**src/rtl/skew_inbuf_pkg.sv**
```systemverilog
// Shared limits, bubble constant and sizing helper for the skewed input buffer.
// Latency: n/a (package only).
// Backpressure: n/a (package only).
package skew_inbuf_pkg;

  // Largest array edge and FIFO depth the buffer is built for.
  localparam int MAX_LANES = 32;
  localparam int MAX_DEPTH = 256;

  // Value injected into the skew chains on a read from an empty FIFO.
  localparam bit BUBBLE = 1'b0;

  // Pointer width for a FIFO of the given depth (ceil(log2)).
  function automatic int clog2_depth(input int depth);
    int r;
    r = 0;
    while ((1 << r) < depth) r = r + 1;
    return r;
  endfunction

endpackage

```
**src/rtl/skew_lane.sv**
```systemverilog
// One lane's delay chain: STAGES registers, the last one drives the lane output.
// Latency: a word reaches dout after STAGES shifts (shifts, not clock cycles).
// Backpressure: none; the chain holds its contents whenever shift is low.
module skew_lane #(
  parameter int WORDLEN = 8,
  parameter int STAGES  = 1
) (
  input  logic               clk,
  input  logic               rstn,
  input  logic               shift,
  input  logic [WORDLEN-1:0] din,
  input  logic               vin,
  output logic [WORDLEN-1:0] dout,
  output logic               vout
);

  logic [WORDLEN-1:0] dat [STAGES];
  logic [STAGES-1:0]  vld;

  // Shift data and valid together on each read; clear everything on reset.
  always_ff @(posedge clk) begin
    if (!rstn) begin
      for (int k = 0; k < STAGES; k++) dat[k] <= '0;
      vld <= '0;
    end else if (shift) begin
      dat[0] <= din;
      vld[0] <= vin;
      for (int k = 1; k < STAGES; k++) begin
        dat[k] <= dat[k-1];
        vld[k] <= vld[k-1];
      end
    end
  end

  assign dout = dat[STAGES-1];
  assign vout = vld[STAGES-1];

endmodule

```
**src/rtl/skew_inbuf.sv**
```systemverilog
// Row FIFO feeding the systolic array edge; lane i of each popped row is delayed by i reads.
// Latency: write visible to read one edge later; lane i shows a popped word after i further reads.
// Backpressure: full drops writes unless a read frees a slot; optional sticky ovf via SKEW_INBUF_ERR_EN.
module skew_inbuf
  import skew_inbuf_pkg::*;
#(
  parameter int WORDLEN = 8,
  parameter int DEPTH   = 16,
  parameter int NLANES  = 4
) (
  input  logic                         clk,
  input  logic                         rstn,
  input  logic                         wr_en,
  input  logic [NLANES*WORDLEN-1:0]    wr_data,
  input  logic                         rd_en,
  output logic [NLANES*WORDLEN-1:0]    rd_data,
  output logic [NLANES-1:0]            rd_valid,
  output logic                         full,
  output logic                         empty,
  output logic [clog2_depth(DEPTH):0]  count
`ifdef SKEW_INBUF_ERR_EN
  ,
  output logic                         ovf
`endif
);

  localparam int AW = clog2_depth(DEPTH);
  localparam int RW = NLANES * WORDLEN;

  // Reject unsupported configurations at elaboration.
  if (NLANES < 1 || NLANES > MAX_LANES) begin : g_bad_lanes
    $error("skew_inbuf: NLANES out of range");
  end
  if (DEPTH < 2 || DEPTH > MAX_DEPTH || (DEPTH & (DEPTH - 1)) != 0) begin : g_bad_depth
    $error("skew_inbuf: DEPTH must be a power of two in 2..256");
  end

  logic [RW-1:0] mem [DEPTH];
  logic [AW-1:0] wr_ptr, rd_ptr;
  logic [AW:0]   count_nxt;
  logic          do_wr, do_rd;
  logic [RW-1:0] inject;

  // A read pops only when data is present; a write is taken unless full with no read.
  // When empty, a simultaneous write is stored but the read stays a bubble (no fall-through).
  always_comb begin
    do_rd     = rd_en && !empty;
    do_wr     = wr_en && (!full || rd_en);
    count_nxt = count + {{AW{1'b0}}, do_wr} - {{AW{1'b0}}, do_rd};
    inject    = do_rd ? mem[rd_ptr] : {RW{BUBBLE}};
  end

  // Row storage; contents need no reset, and writes are blocked while in reset.
  always_ff @(posedge clk) begin
    if (rstn && do_wr) mem[wr_ptr] <= wr_data;
  end

  // Pointers, occupancy and registered flags.
  always_ff @(posedge clk) begin
    if (!rstn) begin
      wr_ptr <= '0;
      rd_ptr <= '0;
      count  <= '0;
      empty  <= 1'b1;
      full   <= 1'b0;
    end else begin
      if (do_wr) wr_ptr <= wr_ptr + AW'(1);
      if (do_rd) rd_ptr <= rd_ptr + AW'(1);
      count <= count_nxt;
      empty <= (count_nxt == '0);
      full  <= (count_nxt == (AW+1)'(DEPTH));
    end
  end

`ifdef SKEW_INBUF_ERR_EN
  // Sticky overflow: a write arrived while full and nothing was read.
  always_ff @(posedge clk) begin
    if (!rstn) ovf <= 1'b0;
    else if (wr_en && full && !rd_en) ovf <= 1'b1;
  end
`endif

  // Lane i gets i+1 registers so it trails lane 0 by i reads.
  for (genvar i = 0; i < NLANES; i++) begin : g_lane
    skew_lane #(
      .WORDLEN (WORDLEN),
      .STAGES  (i + 1)
    ) u_lane (
      .clk   (clk),
      .rstn  (rstn),
      .shift (rd_en),
      .din   (inject[i*WORDLEN +: WORDLEN]),
      .vin   (do_rd),
      .dout  (rd_data[i*WORDLEN +: WORDLEN]),
      .vout  (rd_valid[i])
    );
  end

endmodule

```
**config.mk**
```make
export PLATFORM = sky130hd
export DESIGN_NAME = skew_inbuf
export DESIGN_NICKNAME = d
export VERILOG_FILES = /design/src/rtl/skew_inbuf_pkg.sv /design/src/rtl/skew_lane.sv /design/src/rtl/skew_inbuf.sv
export SDC_FILE = /design/constraint.sdc
export NUM_CORES = 1
export LEC_CHECK = 0
export ABC_AREA = 1
export BUFFER_PORTS_ARGS = -buffer_cell sky130_fd_sc_hd__buf_2
export CAP_MARGIN = 20
export CORE_MARGIN = 3
export CORE_UTILIZATION = 28
export DETAILED_ROUTE_END_ITERATION = 8
export PLACE_DENSITY = 0.42
export SYNTH_ARGS = -nofsm -noshare
export SYNTH_HDL_FRONTEND = slang
export SYNTH_SLANG_ARGS = --single-unit
```
**constraint.sdc**
```tcl
create_clock -name clk -period 3.4 [get_ports clk]
set_input_delay 0.51 -clock clk [delete_from_list [all_inputs] [get_ports clk]]
set_output_delay 0.51 -clock clk [all_outputs]
set_load 0.01 [all_outputs]
```
==> results of run 1 <==
Yosys cell counts (2+ instances only):
library cell / instances / area share
buf_4: 21 / 0.0061
nand3_1: 328 / 0.064
buf_6: 19 / 0.0083
buf_2: 56 / 0.011
o22ai_1: 2 / 0.00049
a21oi_1: 39 / 0.0076
xor2_1: 2 / 0.00068
inv_1: 328 / 0.048
ha_1: 10 / 0.0049
buf_8: 4 / 0.0023
o21ai_0: 8 / 0.0016
nand2_1: 792 / 0.12
nor3_1: 5 / 0.00097
edfxtp_1: 592 / 0.69
buf_1: 9 / 0.0013
clkbuf_1: 25 / 0.0037
nor2_1: 70 / 0.010
dfxtp_1: 23 / 0.018
cell type report:
class	instances	area, um^2
Tap cell	1176	1470
Clock buffer	88	1870
Fill cell	9090	60900
Multi-Input combinational cell	1262	5470
Clock inverter	39	322
Sequential cell	615	18200
Timing Repair Buffer	122	871
Inverter	330	1250
layer usage:
layer  vias to the layer above  global-route usage  wire [um]
met5                         -                   0         20
li1                       7756                   -          -
met4                         2              0.0463       1600
met1                      7861               0.199      31900
met2                       340               0.238      32600
met3                        95              0.0231       3150
power by group through the flow:
stage          Clock [mW]  Combinational, mW  Sequential [mW]
3_3_place_gp            0               2.19             8.78
4_1_cts              7.53               2.20             8.62
2_1_floorplan           0               1.49             8.76
3_5_place_dp            0               2.19             8.78
5_1_grt              7.83               2.44             8.64
6_report             7.30               2.16             8.62
cell usage in the layout, fill, tap and decap left out, types with 22 or more instances in the layout:
cell,netlist,final
edfxtp_1,592,592
inv_1,328,327
buf_2,56,78
nand3_1,328,328
a21oi_1,39,39
buf_4,21,32
clkinv_1,0,22
nor2_1,70,58
clkbuf_16,0,72
nand2_1,792,789
critical path: stages (launching register included):
cell and delay, ns:
dfxtp_1 0.31, nand2_1 0.06, nand2_1 0.16, ha_1 0.34, inv_1 0.04, ha_1 0.20, fa_1 0.44, xor2_1 0.20
nor3_1 0.25, nand3_1 0.15, nand2_1 0.08
state kept, by name, summed over array words and instances, names as in the netlist, named ones only:
name / cells
mem: 512
g_lane.u_lane.dat: 80
count: 5
g_lane.u_lane.vld: 4
rd_ptr: 4
wr_ptr: 4
empty: 1
full: 1
through the flow:
stage | TNS (ns) | instances
floorplan | -23.48 | 2342
global placement | 0 | 3504
detailed placement | 0 | 3505
CTS | 0 | 3632
global route | 0 | 3632
finish | 0 | 3632
cell families (layout without fill, tap and decap cells):
| kind of cell | Yosys count | count (layout) |
|---|---|---|
| AO/OA/AOI/OAI | 49 | 49 |
| adder cells (fa/ha/maj) | 11 | 11 |
| buffers and inverters | 465 | 579 |
| XOR/XNOR | 3 | 3 |
| flip-flops | 615 | 615 |
| AND/OR/NAND/NOR | 1199 | 1199 |
worst paths after layout:
check	cells past startpoint	slack [ns]	start	endpoint
max	10	1.13	full	empty
min	1	0.31	wr_data[16]	mem[5][16]
max reg2reg	10	1.13	full	empty
min reg2reg	1	0.43	rd_ptr[3]	register
==> out/results.ini, run 1 <==
[power_and_ir_drop]
power_frac_clock=0.404
p_sw_frac=0.259
power_mw=18.1
p_switching_mw=4.68
internal-power_mw=13.4
p_leak_nw=11.8
ir_drop_mv=0.252
p_per_area_nw_per_um2=613
combPwrFrac=0.120
pwr-share-seq=0.477

[synth]
synthXorXnorAreaFrac=0.00102
netlist_area_um2=25700
synth-seq-area-share=0.710
async_reset_ff_frac=0
ys_ff_latch=615
synth_fp_nets=2389
synth_edf_count=592
syn_inst=2342
synth.avg_cell_area_um2=11.0
synthMuxAreaShare=0
ys_warn_count=0
yosysUniqueCellTypes=27
synthFlopType=edfxtp_1
synth-compound-area-share=0.00965
synth_top_family_by_area=simple AND/OR/NAND/NOR gates
synthAdderAreaFrac=0.00565
synthSimpleGateAreaFrac=0.192

[timing]
worst_slew_pin_slew_ns=1.05
period_share=0.668
relSlewSlack=0.299
fin_worst_skew_ns=0.0263
postLayoutSetupSlackWorst_ns=1.13
setup_viol=0
hold_violations=0
maxSlewViolCount=0
whs_ns=0.308
rsz0062_at_grt=false
fmax_mhz=440
period_needed_ns=2.27

[clocking]
cts_setup_buffers=0
root_buffer=clkbuf_16
ctsHoldBuffers=0
htreeDepth=3
clock_latency_ns=0.61
cts_tree=built
cts_made_buffers=70
cts_resized=0
cts_max_path_buffers=3
clk_pin_slew_worst_paths_ns=0.06
cts.sinks=615

[layout]
drive_above_1_share=0.0977
nets=2448
fin_util=0.326
stdcell_area_um2=29500
antennaDiodeCount=0
area_growth_pct=14.8

[die]
row_count=110
die_h_um=309
core_area_um2=90400
fp.dieArea_um2=95400
dieWidth_um=309
io_pins=79
start_util=0.284

[placement]
post_dp_cell_area_um2=27300
hpwl_um=39100
port_buffers=78
place.gp.congestion=0.733
place_ws_ns=0.693

[outcome]
outcome=complete, no violations

[global_routing]
grt_pass1_wl_um=104000
track_usage=0.146
grt_max_degree=142
antenna_found_initial=1
grt_pass1_vias=16100
grt-ovfl-total=0

[worst_setup_path]
worst_setup_path_end_kind=register
path_max_fanout=6
worst_ep_arrival_time_ns=2.80
path_class=register to register
startpoint_type=register
worstPathRequired_ns=3.93

[route]
wl_um=69200
drc=0
antenna_left=0
viasPerCell=4.42
first_pass_iters=5
vias=16100
drtIter0Drc=1161
wl_per_cell_um=19.1

[hold_path]
hp-class=input port to register

[flow_run]
drv_cap=0

No activity file was read; power rests on OpenSTA's default activity.
==> run 2, diff against run 1 <==
- clock period: 3.4 -> 1.9 ns (I/O delays scaled with it)
==> out/results.ini, run 2 (synthesis gave the netlist of run 1 again) <==
[placement]
port_buffers=78
hpwl_um=40700
place_ws_ns=-0.175
place.gp.congestion=0.731

[die]
io_pins=79
row_count=110
dieWidth_um=309
die_h_um=309
core_area_um2=90400
fp.dieArea_um2=95400
start_util=0.284

[hold_path]
hp-class=input port to register

[clocking]
clock_latency_ns=0.61
cts_max_path_buffers=3
cts_made_buffers=71
clk_pin_slew_worst_paths_ns=0.06
cts_tree=built
cts.sinks=615
root_buffer=clkbuf_16
htreeDepth=3

[power_and_ir_drop]
ir_drop_mv=0.561
combPwrFrac=0.132
internal-power_mw=24.3
p_per_area_nw_per_um2=1070
p_sw_frac=0.257
p_leak_nw=12.4
pwr-share-seq=0.470
p_switching_mw=8.41
power_frac_clock=0.398

[global_routing]
grt-busiest-layer=met2
track_usage=0.143
grt_pass1_vias=16600
antenna_found_initial=2
gr-usage-met2=0.246
grt_max_degree=59
grt-ovfl-total=0
met1_usage=0.183
grt_pass1_wl_um=103000
met3_usage=0.0225

[timing]
setup_viol=0
period_share=1.00
hold_violations=0
setup_tns_ns=0
rsz0062_at_grt=true
fin_worst_skew_ns=0.0272
worst_slew_pin_slew_ns=0.474
period_needed_ns=1.90
relSlewSlack=0.684
maxSlewViolCount=0
fmax_mhz=527
postLayoutSetupSlackWorst_ns=0.000774

[route]
drtIter0Drc=951
drc=0
vias=16200
antenna_left=0
first_pass_iters=5
wl_um=67400
wl_per_cell_um=18.2
viasPerCell=4.37

[layout]
largest_register=mem
nets=2519
largest_reg_flops=512
area_growth_pct=19.6
top_regs=mem: 512 flops, g_lane.u_lane.dat: 80 flops, count: 5 flops
layout_common_cells=nand2_1 (786), edfxtp_1 (592), nand3_1 (325)
layout_commonest_cell=nand2_1
drive_above_1_share=0.128

[worst_setup_path]
cp_num_buf_inv=1
worst_ep_arrival_time_ns=2.43
cpPeakStageDelay_ns=0.39
path_class=register to register
crit_path_cell_trace=nand2_2 > nand2_2 > ha_4 > inv_2 > ha_4 > fa_2 > xor2_2 > nor3_2 > nand2_1 > nor2_2
path_max_fanout=2
path_delay_family=adder cells
cpMaxStageDelayCell=fa_2
startpoint_type=register
worstPathRequired_ns=2.43
worst_setup_path_end_kind=register

[outcome]
outcome=complete, no violations

[flow_run]
drv_cap=0

run 2: worst paths after layout:
kind | startpoint | end | slack, ns | cells past startpoint
hold reg to reg | rd_ptr[3] | register | 0.43 | 1
setup / recovery | full | full | 0.0008 | 10
hold / removal | wr_data[23] | mem[11][23] | 0.07 | 1
setup reg to reg | full | full | 0.0008 | 10
run 2: through the flow:
stage	power (mW)	std cells	hold slack (ns)	cell area [um^2]	utilization
floorplan	18.4	2342	0.384	25800	-
global placement	19.9	3574	0.419	28400	0.315
detailed placement	19.9	3574	0.423	28400	0.315
CTS	33.2	3704	0.0261	30700	0.339
global route	34.3	3704	0.0492	30700	0.340
finish	32.8	3705	0.0726	30700	0.340
run 2: final cells by class:
cell class | instances | area (um^2)
diodes | 1 | 2.50
clock buffers | 89 | 1840
fillers | 8977 | 59700
clock inverters | 40 | 367
inverters | 330 | 1250
well taps | 1176 | 1470
multi-input cells | 1262 | 5560
flip-flops and latches | 615 | 18200
repair buffers | 192 | 1970
run 2: worst reg2reg max path, stage by stage (launching register included):
cell	delay, ns
dfxtp_2	0.32
nand2_2	0.06
nand2_2	0.07
ha_4	0.26
inv_2	0.04
ha_4	0.16
fa_2	0.40
xor2_2	0.17
nor3_2	0.15
nand2_1	0.09
nor2_2	0.12
run 2: power by group through the flow:
stage                     clock network, mW  logic [mW]  registers (mW)
after global routing                   14.1        4.84            15.4
after floorplan                           0        2.70            15.7
after CTS                              13.5        4.30            15.4
after detailed placement                  0        4.26            15.7
after global placement                    0        4.24            15.7
final                                  13.1        4.31            15.4
run 2: metal layers:
layer,routed length (um),vias to the layer above
met5,13,-
met4,1860,2
met2,33200,270
met3,2420,102
met1,29900,7880
li1,-,7926
run 2: timing repair:
action,in CTS,in global routing
hold endpoints to repair,2,0
endpoints found under the setup margin,2,3
pin swaps,1,7
gates resized for setup,1,10
hold buffers,1,0
setup buffers,0,0
